File: src/rtl/mem_pkg.sv
// Shared memory-op definitions for the dcache store path.
// Contents: mem_type store encodings, store size decode, byte and default line types.
package mem_pkg;

    localparam logic [2:0] MT_STW = 3'b001;
    localparam logic [2:0] MT_STB = 3'b110;
    localparam logic [2:0] MT_STH = 3'b111;

    localparam int unsigned LINE_BYTES_DFLT = 16;

    typedef logic [7:0] byte_t;

    // Packages cannot take parameters; modules build their own line type as
    // byte_t [LINE_BYTES-1:0]. This is the default-sized version.
    typedef byte_t [LINE_BYTES_DFLT-1:0] line_t;

    // Store size in bytes for a mem_type code; 0 for non-stores.
    function automatic logic [2:0] store_size(input logic [2:0] mt);
        case (mt)
            MT_STW:  return 3'd4;
            MT_STH:  return 3'd2;
            MT_STB:  return 3'd1;
            default: return 3'd0;
        endcase
    endfunction

endpackage

File: src/rtl/scb_lane_merge.sv
// Lane steering for one store into a cache line (combinational).
// Ports:
//   off          byte offset of the store within the line
//   st_type      mem_type code
//   st_data      right-aligned store data
//   be_c         per-lane byte enable (all zero for non-stores and misaligned stores)
//   lane_data_c  store data replicated so each enabled lane holds its byte
//   misalign_c   store is an st.h/st.w not aligned to its size
module scb_lane_merge
    import mem_pkg::*;
#(
    parameter int unsigned LINE_BYTES = 16
)(
    input  logic [$clog2(LINE_BYTES)-1:0] off,
    input  logic [2:0]                    st_type,
    input  logic [31:0]                   st_data,
    output logic [LINE_BYTES-1:0]         be_c,
    output logic [8*LINE_BYTES-1:0]       lane_data_c,
    output logic                          misalign_c
);

    logic [2:0]  size;
    logic [31:0] word;
    int unsigned off_i;
    int unsigned size_i;

    // Aligned stores land on lanes whose index mod size matches the data byte,
    // so replicating the data word across the line puts every byte in place.
    always_comb begin
        size        = store_size(st_type);
        misalign_c  = 1'b0;
        word        = st_data;
        be_c        = '0;
        lane_data_c = '0;
        off_i       = 32'(off);
        size_i      = 32'(size);
        case (size)
            3'd1:    word = {4{st_data[7:0]}};
            3'd2: begin
                word       = {2{st_data[15:0]}};
                misalign_c = off[0];
            end
            3'd4:    misalign_c = |off[1:0];
            default: word = st_data;
        endcase
        for (int unsigned k = 0; k < LINE_BYTES; k++) begin
            lane_data_c[8*k +: 8] = word[8*(k % 4) +: 8];
            be_c[k] = (size_i != 0) && !misalign_c && (k >= off_i) && (k < off_i + size_i);
        end
    end

endmodule

File: src/rtl/store_coalesce_buffer.sv
// Store coalescing buffer between the dcache store stage and the AXI write arbiter.
// Holds DEPTH line entries (data + byte mask), merges stores into non-head entries of
// the same line, and drains entries oldest-first over a valid/ready port.
// Ports:
//   clk, rst              clock, asynchronous active-high reset
//   st_valid/st_ready     store handshake; st_addr/st_data/st_type store payload
//   misalign              one-cycle pulse after a misaligned store is accepted
//   dr_valid/dr_ready     drain handshake; dr_addr/dr_data/dr_mask head entry
//   empty                 no valid entries
// Optional (macro SCB_LOAD_FWD_EN): ld_addr in, ld_fwd_data/ld_fwd_mask out,
//   combinational byte forwarding from buffered lines to a load.
module store_coalesce_buffer
    import mem_pkg::*;
#(
    parameter int unsigned ADDR_W     = 32,
    parameter int unsigned LINE_BYTES = 16,
    parameter int unsigned DEPTH      = 4
)(
    input  logic                    clk,
    input  logic                    rst,
    input  logic                    st_valid,
    output logic                    st_ready,
    input  logic [ADDR_W-1:0]       st_addr,
    input  logic [31:0]             st_data,
    input  logic [2:0]              st_type,
    output logic                    misalign,
    output logic                    dr_valid,
    input  logic                    dr_ready,
    output logic [ADDR_W-1:0]       dr_addr,
    output logic [8*LINE_BYTES-1:0] dr_data,
    output logic [LINE_BYTES-1:0]   dr_mask,
`ifdef SCB_LOAD_FWD_EN
    input  logic [ADDR_W-1:0]       ld_addr,
    output logic [8*LINE_BYTES-1:0] ld_fwd_data,
    output logic [LINE_BYTES-1:0]   ld_fwd_mask,
`endif
    output logic                    empty
);

    localparam int unsigned OFF_W = $clog2(LINE_BYTES);
    localparam int unsigned TAG_W = ADDR_W - OFF_W;
    localparam int unsigned IDX_W = $clog2(DEPTH);
    localparam int unsigned CNT_W = IDX_W + 1;

    typedef byte_t [LINE_BYTES-1:0] scb_line_t;

    // Entry storage
    logic [DEPTH-1:0]      ent_vld;
    logic [TAG_W-1:0]      ent_tag  [DEPTH];
    scb_line_t             ent_data [DEPTH];
    logic [LINE_BYTES-1:0] ent_mask [DEPTH];

    logic [IDX_W-1:0] head;
    logic [IDX_W-1:0] tail;
    logic [CNT_W-1:0] count;

    logic [TAG_W-1:0]         st_tag;
    logic [LINE_BYTES-1:0]    be_c;
    logic [8*LINE_BYTES-1:0]  lane_data_c;
    logic                     misalign_c;
    logic                     hit_c;
    logic [IDX_W-1:0]         hit_idx_c;
    logic                     accept_c;
    logic                     wr_en_c;
    logic                     alloc_c;
    logic                     drain_c;
    logic [IDX_W-1:0]         wr_idx_c;
    scb_line_t                wr_line_c;
    logic [CNT_W-1:0]         count_nxt_c;

    assign st_tag = st_addr[ADDR_W-1:OFF_W];

    scb_lane_merge #(
        .LINE_BYTES (LINE_BYTES)
    ) u_lane_merge (
        .off         (st_addr[OFF_W-1:0]),
        .st_type     (st_type),
        .st_data     (st_data),
        .be_c        (be_c),
        .lane_data_c (lane_data_c),
        .misalign_c  (misalign_c)
    );

    // Coalesce lookup; the head is excluded because it may be mid-handshake.
    always_comb begin
        hit_c     = 1'b0;
        hit_idx_c = '0;
        for (int unsigned i = 0; i < DEPTH; i++) begin
            if (ent_vld[i] && (IDX_W'(i) != head) && (ent_tag[i] == st_tag)) begin
                hit_c     = 1'b1;
                hit_idx_c = IDX_W'(i);
            end
        end
    end

    assign st_ready = (count < CNT_W'(DEPTH)) || hit_c;
    assign accept_c = st_valid && st_ready;
    assign wr_en_c  = accept_c && (|be_c);
    assign alloc_c  = wr_en_c && !hit_c;
    assign drain_c  = dr_valid && dr_ready;
    assign wr_idx_c = hit_c ? hit_idx_c : tail;

    // Byte merge of the store into the target entry's current contents.
    always_comb begin
        wr_line_c = ent_data[wr_idx_c];
        for (int unsigned k = 0; k < LINE_BYTES; k++) begin
            if (be_c[k]) begin
                wr_line_c[k] = lane_data_c[8*k +: 8];
            end
        end
    end

    always_comb begin
        count_nxt_c = count;
        case ({alloc_c, drain_c})
            2'b10:   count_nxt_c = count + CNT_W'(1);
            2'b01:   count_nxt_c = count - CNT_W'(1);
            default: count_nxt_c = count;
        endcase
    end

    // Entry, pointer and pulse state
    always_ff @(posedge clk or posedge rst) begin
        if (rst) begin
            ent_vld  <= '0;
            head     <= '0;
            tail     <= '0;
            count    <= '0;
            misalign <= 1'b0;
            for (int unsigned i = 0; i < DEPTH; i++) begin
                ent_tag[i]  <= '0;
                ent_data[i] <= '0;
                ent_mask[i] <= '0;
            end
        end else begin
            misalign <= accept_c && misalign_c;
            count    <= count_nxt_c;
            // Drain and allocate never target the same slot: equal pointers
            // mean either empty (no drain) or full (no allocate).
            if (drain_c) begin
                ent_vld[head] <= 1'b0;
                head          <= head + IDX_W'(1);
            end
            if (wr_en_c) begin
                ent_data[wr_idx_c] <= wr_line_c;
                ent_mask[wr_idx_c] <= hit_c ? (ent_mask[wr_idx_c] | be_c) : be_c;
            end
            if (alloc_c) begin
                ent_vld[tail] <= 1'b1;
                ent_tag[tail] <= st_tag;
                tail          <= tail + IDX_W'(1);
            end
        end
    end

    assign dr_valid = (count != '0);
    assign empty    = (count == '0);
    assign dr_addr  = {ent_tag[head], OFF_W'(0)};
    assign dr_data  = ent_data[head];
    assign dr_mask  = ent_mask[head];

`ifdef SCB_LOAD_FWD_EN
    logic [TAG_W-1:0] ld_tag;
    logic [IDX_W-1:0] fwd_idx_c;

    assign ld_tag = ld_addr[ADDR_W-1:OFF_W];

    // Walk oldest to youngest so younger entries overwrite older lanes.
    always_comb begin
        ld_fwd_data = '0;
        ld_fwd_mask = '0;
        fwd_idx_c   = '0;
        for (int unsigned j = 0; j < DEPTH; j++) begin
            fwd_idx_c = head + IDX_W'(j);
            if (ent_vld[fwd_idx_c] && (ent_tag[fwd_idx_c] == ld_tag)) begin
                for (int unsigned k = 0; k < LINE_BYTES; k++) begin
                    if (ent_mask[fwd_idx_c][k]) begin
                        ld_fwd_data[8*k +: 8] = ent_data[fwd_idx_c][k];
                        ld_fwd_mask[k]        = 1'b1;
                    end
                end
            end
        end
    end
`endif

endmodule
File: config.mk
export PLATFORM = sky130hd
export DESIGN_NAME = store_coalesce_buffer
export DESIGN_NICKNAME = d
export VERILOG_FILES = /design/src/rtl/mem_pkg.sv /design/src/rtl/scb_lane_merge.sv /design/src/rtl/store_coalesce_buffer.sv
export SDC_FILE = /design/constraint.sdc
export NUM_CORES = 2
export LEC_CHECK = 0
export ABC_AREA = 1
export BUFFER_PORTS_ARGS = -buffer_cell sky130_fd_sc_hd__clkbuf_2
export CORE_MARGIN = 2
export CORE_UTILIZATION = 40
export DETAILED_ROUTE_END_ITERATION = 8
export PLACE_DENSITY = 0.66
export SYNTH_ARGS = -nofsm -noshare
export SYNTH_HDL_FRONTEND = slang
export SYNTH_SLANG_ARGS = --single-unit
export TNS_END_PERCENT = 5
File: constraint.sdc
create_clock -name clk -period 26.7 [get_ports clk]
set_clock_uncertainty 0.05 [all_clocks]
set_input_delay 2.67 -clock clk [delete_from_list [all_inputs] [get_ports clk]]
set_output_delay 2.67 -clock clk [all_outputs]
set_load 0.02 [all_outputs]
==> summary.md <==
| Metric | Value |
|---|---|
| Final worst-path cycle share | 32.0% |
| Mux cell area share after synthesis | 0% |
| Via/cell ratio | between 5 and 6 |
| H-tree levels | 3 |
| DRT Pass-1 Iters | 6 |
| Routed Antenna Nets | 0 |
| Max Freq | 117 MHz |
| Design Power | around 5.6 mW |
| CTS Buffer Depth | 3 |
| DRC | 0 |
| Post-synthesis cell area | 40,900 sq um |
| Final setup viols | 0 |
| First-pass GRT wire length | between 200 and 250 mm |
| Synth Area per Inst | 6.57 sq um |
| Fin Setup TNS | 0 ns |
| Post-Synth Adder-Cell Area | 0.465% |
| YS warnings | 0 |
| Placed wire-length estimate | 91.1 mm |
| Root buf cell | clkbuf_16 |
| Routed via count | 42,600 |
| Initial antenna violation count | 5 |
| Relative slew margins | 6.84% |
| Ys async rst share | 100% |
| Cell area power density | 123 nW/um^2 |
| Critical path class | register to output pin |
| Slew @ Worst Pin | 1.40 ns |
| Share of layout cells above drive strength 1 | under 10% |
| GPL Wtd Cong | 0.932 |
| Most common cell after layout, fill and taps aside | nand2_1 |
| Leakage power | 24.7 nW |
| PostCTS Resize Cnt | 0 |
| Critical Path End Type | output pin |
| Largest net degree at the start of global routing | 150 |
| #FFs+latches synth | 700 |
| Top_reg_cell synth | dfrtp_1 |
| Most frequent cells in the layout | nand2_1 (2,548), dfrtp_1 (698), nand3_1 (657) |
| Total global-route track usage | about 29% |
| Initial DRC count | 4,929 |
| Core area | 102,000 sq um |
| Post-synth cell types | 38 |
| Seq/Total Area, Yosys | 42.9% |
| Critical Path AT | 5.84 ns |
| Combinational family with the most area after synthesis | simple AND/OR/NAND/NOR gates |
| Post-CTS Hold Buffers | 0 |
| Post-Synthesis Cells | 6,222 |
| RSZ-0062 raised after global routing | false |
| Cell Rows | roughly 120 |
| Port Buf Inserts | 246 |
| Final Net Count | 6,337 |
| Boundary pin count | 251 |
| Starting density of the core | 40.2% |
| HP Class | register to register |
| Simple logic cell fraction of the synthesized area | 37.2% |
| Layout area overhead | 11.6% |
| Drt wl/cell | roughly 20 um |
| Post-CTS setup buffers | 0 |
| Clock slew at reported path FFs | around 0.06 ns |
| Final Core Density | around 45% |
| VDD IR max | about 0.096 mV |
| Number of global-route vias before repair | 39,400 |
| Final WL | ~160 mm |
| Die height | 324 um |
| Max-slew violation count | 0 |
| Overflow after GRT | 0 |
| Post-Synth XOR/XNOR Area | less than 1% |
| Max_cap viols | 0 |
| Post-synth EDFFs | 0 |
| Fin crit period | around 8.6 ns |
| Worst path required time | 23.98 ns |
| Die area | around 100,000 sq um |
| Synth Area in Compound Gates | approximately 11% |
| Max FO, Critical Path | roughly 110 |
| Clk_lat worst skew | 0.67 ns |
| Cts bufs inserted | 83 |
| CTS sink count | 700 |
| Die width | between 300 and 400 um |
| Endpoints failing hold | 0 |
| Critical Path Start Type | register |
| Outcome | completed |
| CTS tree | built |
[routing by layer]
| layer | vias up | part of all wire [%] | routed length, um | global-route usage [%] |
|---|---|---|---|---|
| met2 | 2310 | 44 | 68500 | 45.4 |
| met3 | 395 | 11 | 17900 | 6.94 |
| met4 | 10 | 4.3 | 6700 | 12.9 |
| met1 | 20100 | 41 | 64100 | 39.6 |
| met5 | - | 0.041 | 64 | 0 |
| li1 | 19800 | - | - | - |
[cell families after synthesis]
group | after synthesis
adders and majority gates | 14
buffers and inverters | 835
AOI/OAI and AO/OA | 876
xor gates and xnor gates | 16
and+or+nand+nor | 3780
DFF | 700
other | 1
[layout make-up]
| type | instances | area (sq um) |
|---|---|---|
| Antenna cell | 3 | 7.51 |
| Clock inverter | 20 | 275 |
| Multi-Input combinational cell | 4690 | 20100 |
| Tap cell | 1368 | 1710 |
| Timing Repair Buffer | 304 | 1700 |
| Inverter | 473 | 1830 |
| Sequential cell | 700 | 17500 |
| Clock buffer | 128 | 2480 |
| Fill cell | 10600 | 56000 |
[critical path, cell delays in order, from the launching register on]
cell	delay, ns
dfrtp_4	0.66
inv_8	0.48
buf_4	0.95
buf_4	1.00
buf_4	0.95
o21ai_0	0.17
o21ai_0	0.54
clkbuf_2	0.28
[power breakdown]
part / leakage (nW) / internal (mW) / switching, mW
Clock: 1.35 / 0.687 / 0.485
Combinational: 14.0 / 0.708 / 1.95
Sequential: 9.41 / 1.45 / 0.313
[worst paths after layout]
kind                                            from                        end  slack [ns]  cells past startpoint
max in group asynchronous                        rst  ent_data[331]$_DFFE_PP0P_       21.52                      5
max reg2reg                      head[1]$_DFFE_PP0P_  ent_data[302]$_DFFE_PP0P_       19.45                     23
max                              head[0]$_DFFE_PP0P_                dr_data[88]       18.14                      7
min reg2reg                ent_data[323]$_DFFE_PP0P_  ent_data[323]$_DFFE_PP0P_        0.43                      2
min in group asynchronous                        rst   ent_data[19]$_DFFE_PP0P_        2.12                      2
min                        ent_data[323]$_DFFE_PP0P_  ent_data[323]$_DFFE_PP0P_        0.43                      2
[through the flow]
stage               std cells  setup slack (ns)  hold slack, ns  area, sq um
finish                   7686             18.14           0.428        45600
global route             7684             18.04           0.441        45600
CTS                      7683             18.28           0.431        45600
detailed placement       7535             18.02           0.415        42900
global placement         7535             18.27           0.412        42900
floorplan                6225              4.35           0.399        40900
[state kept, by name (all words and copies together) (netlist names)]
signal and count:
ent_vld 4, misalign 1, count 3, ent_mask 64, head 2, ent_data 512, tail 2, ent_tag 112
[Yosys cell counts, types with 4 or more instances]
cell | n | area share (%)
clkbuf_1 | 202 | 1.9
xnor2_1 | 13 | 0.28
nor2_4 | 4 | 0.11
o21ai_1 | 50 | 0.61
a21oi_1 | 271 | 3.3
nand3_1 | 661 | 8.1
nor3_1 | 5 | 0.061
dfrtp_1 | 700 | 43
inv_1 | 435 | 4.0
buf_1 | 43 | 0.39
buf_2 | 95 | 1.2
o21ai_0 | 513 | 6.3
nand2_2 | 4 | 0.061
o22ai_1 | 37 | 0.57
nand2_1 | 2549 | 23
buf_4 | 20 | 0.37
nand4_1 | 37 | 0.57
ha_1 | 12 | 0.37
inv_2 | 36 | 0.33
nor2_1 | 509 | 4.7
Note: power is estimated with default switching activity, not from simulation.
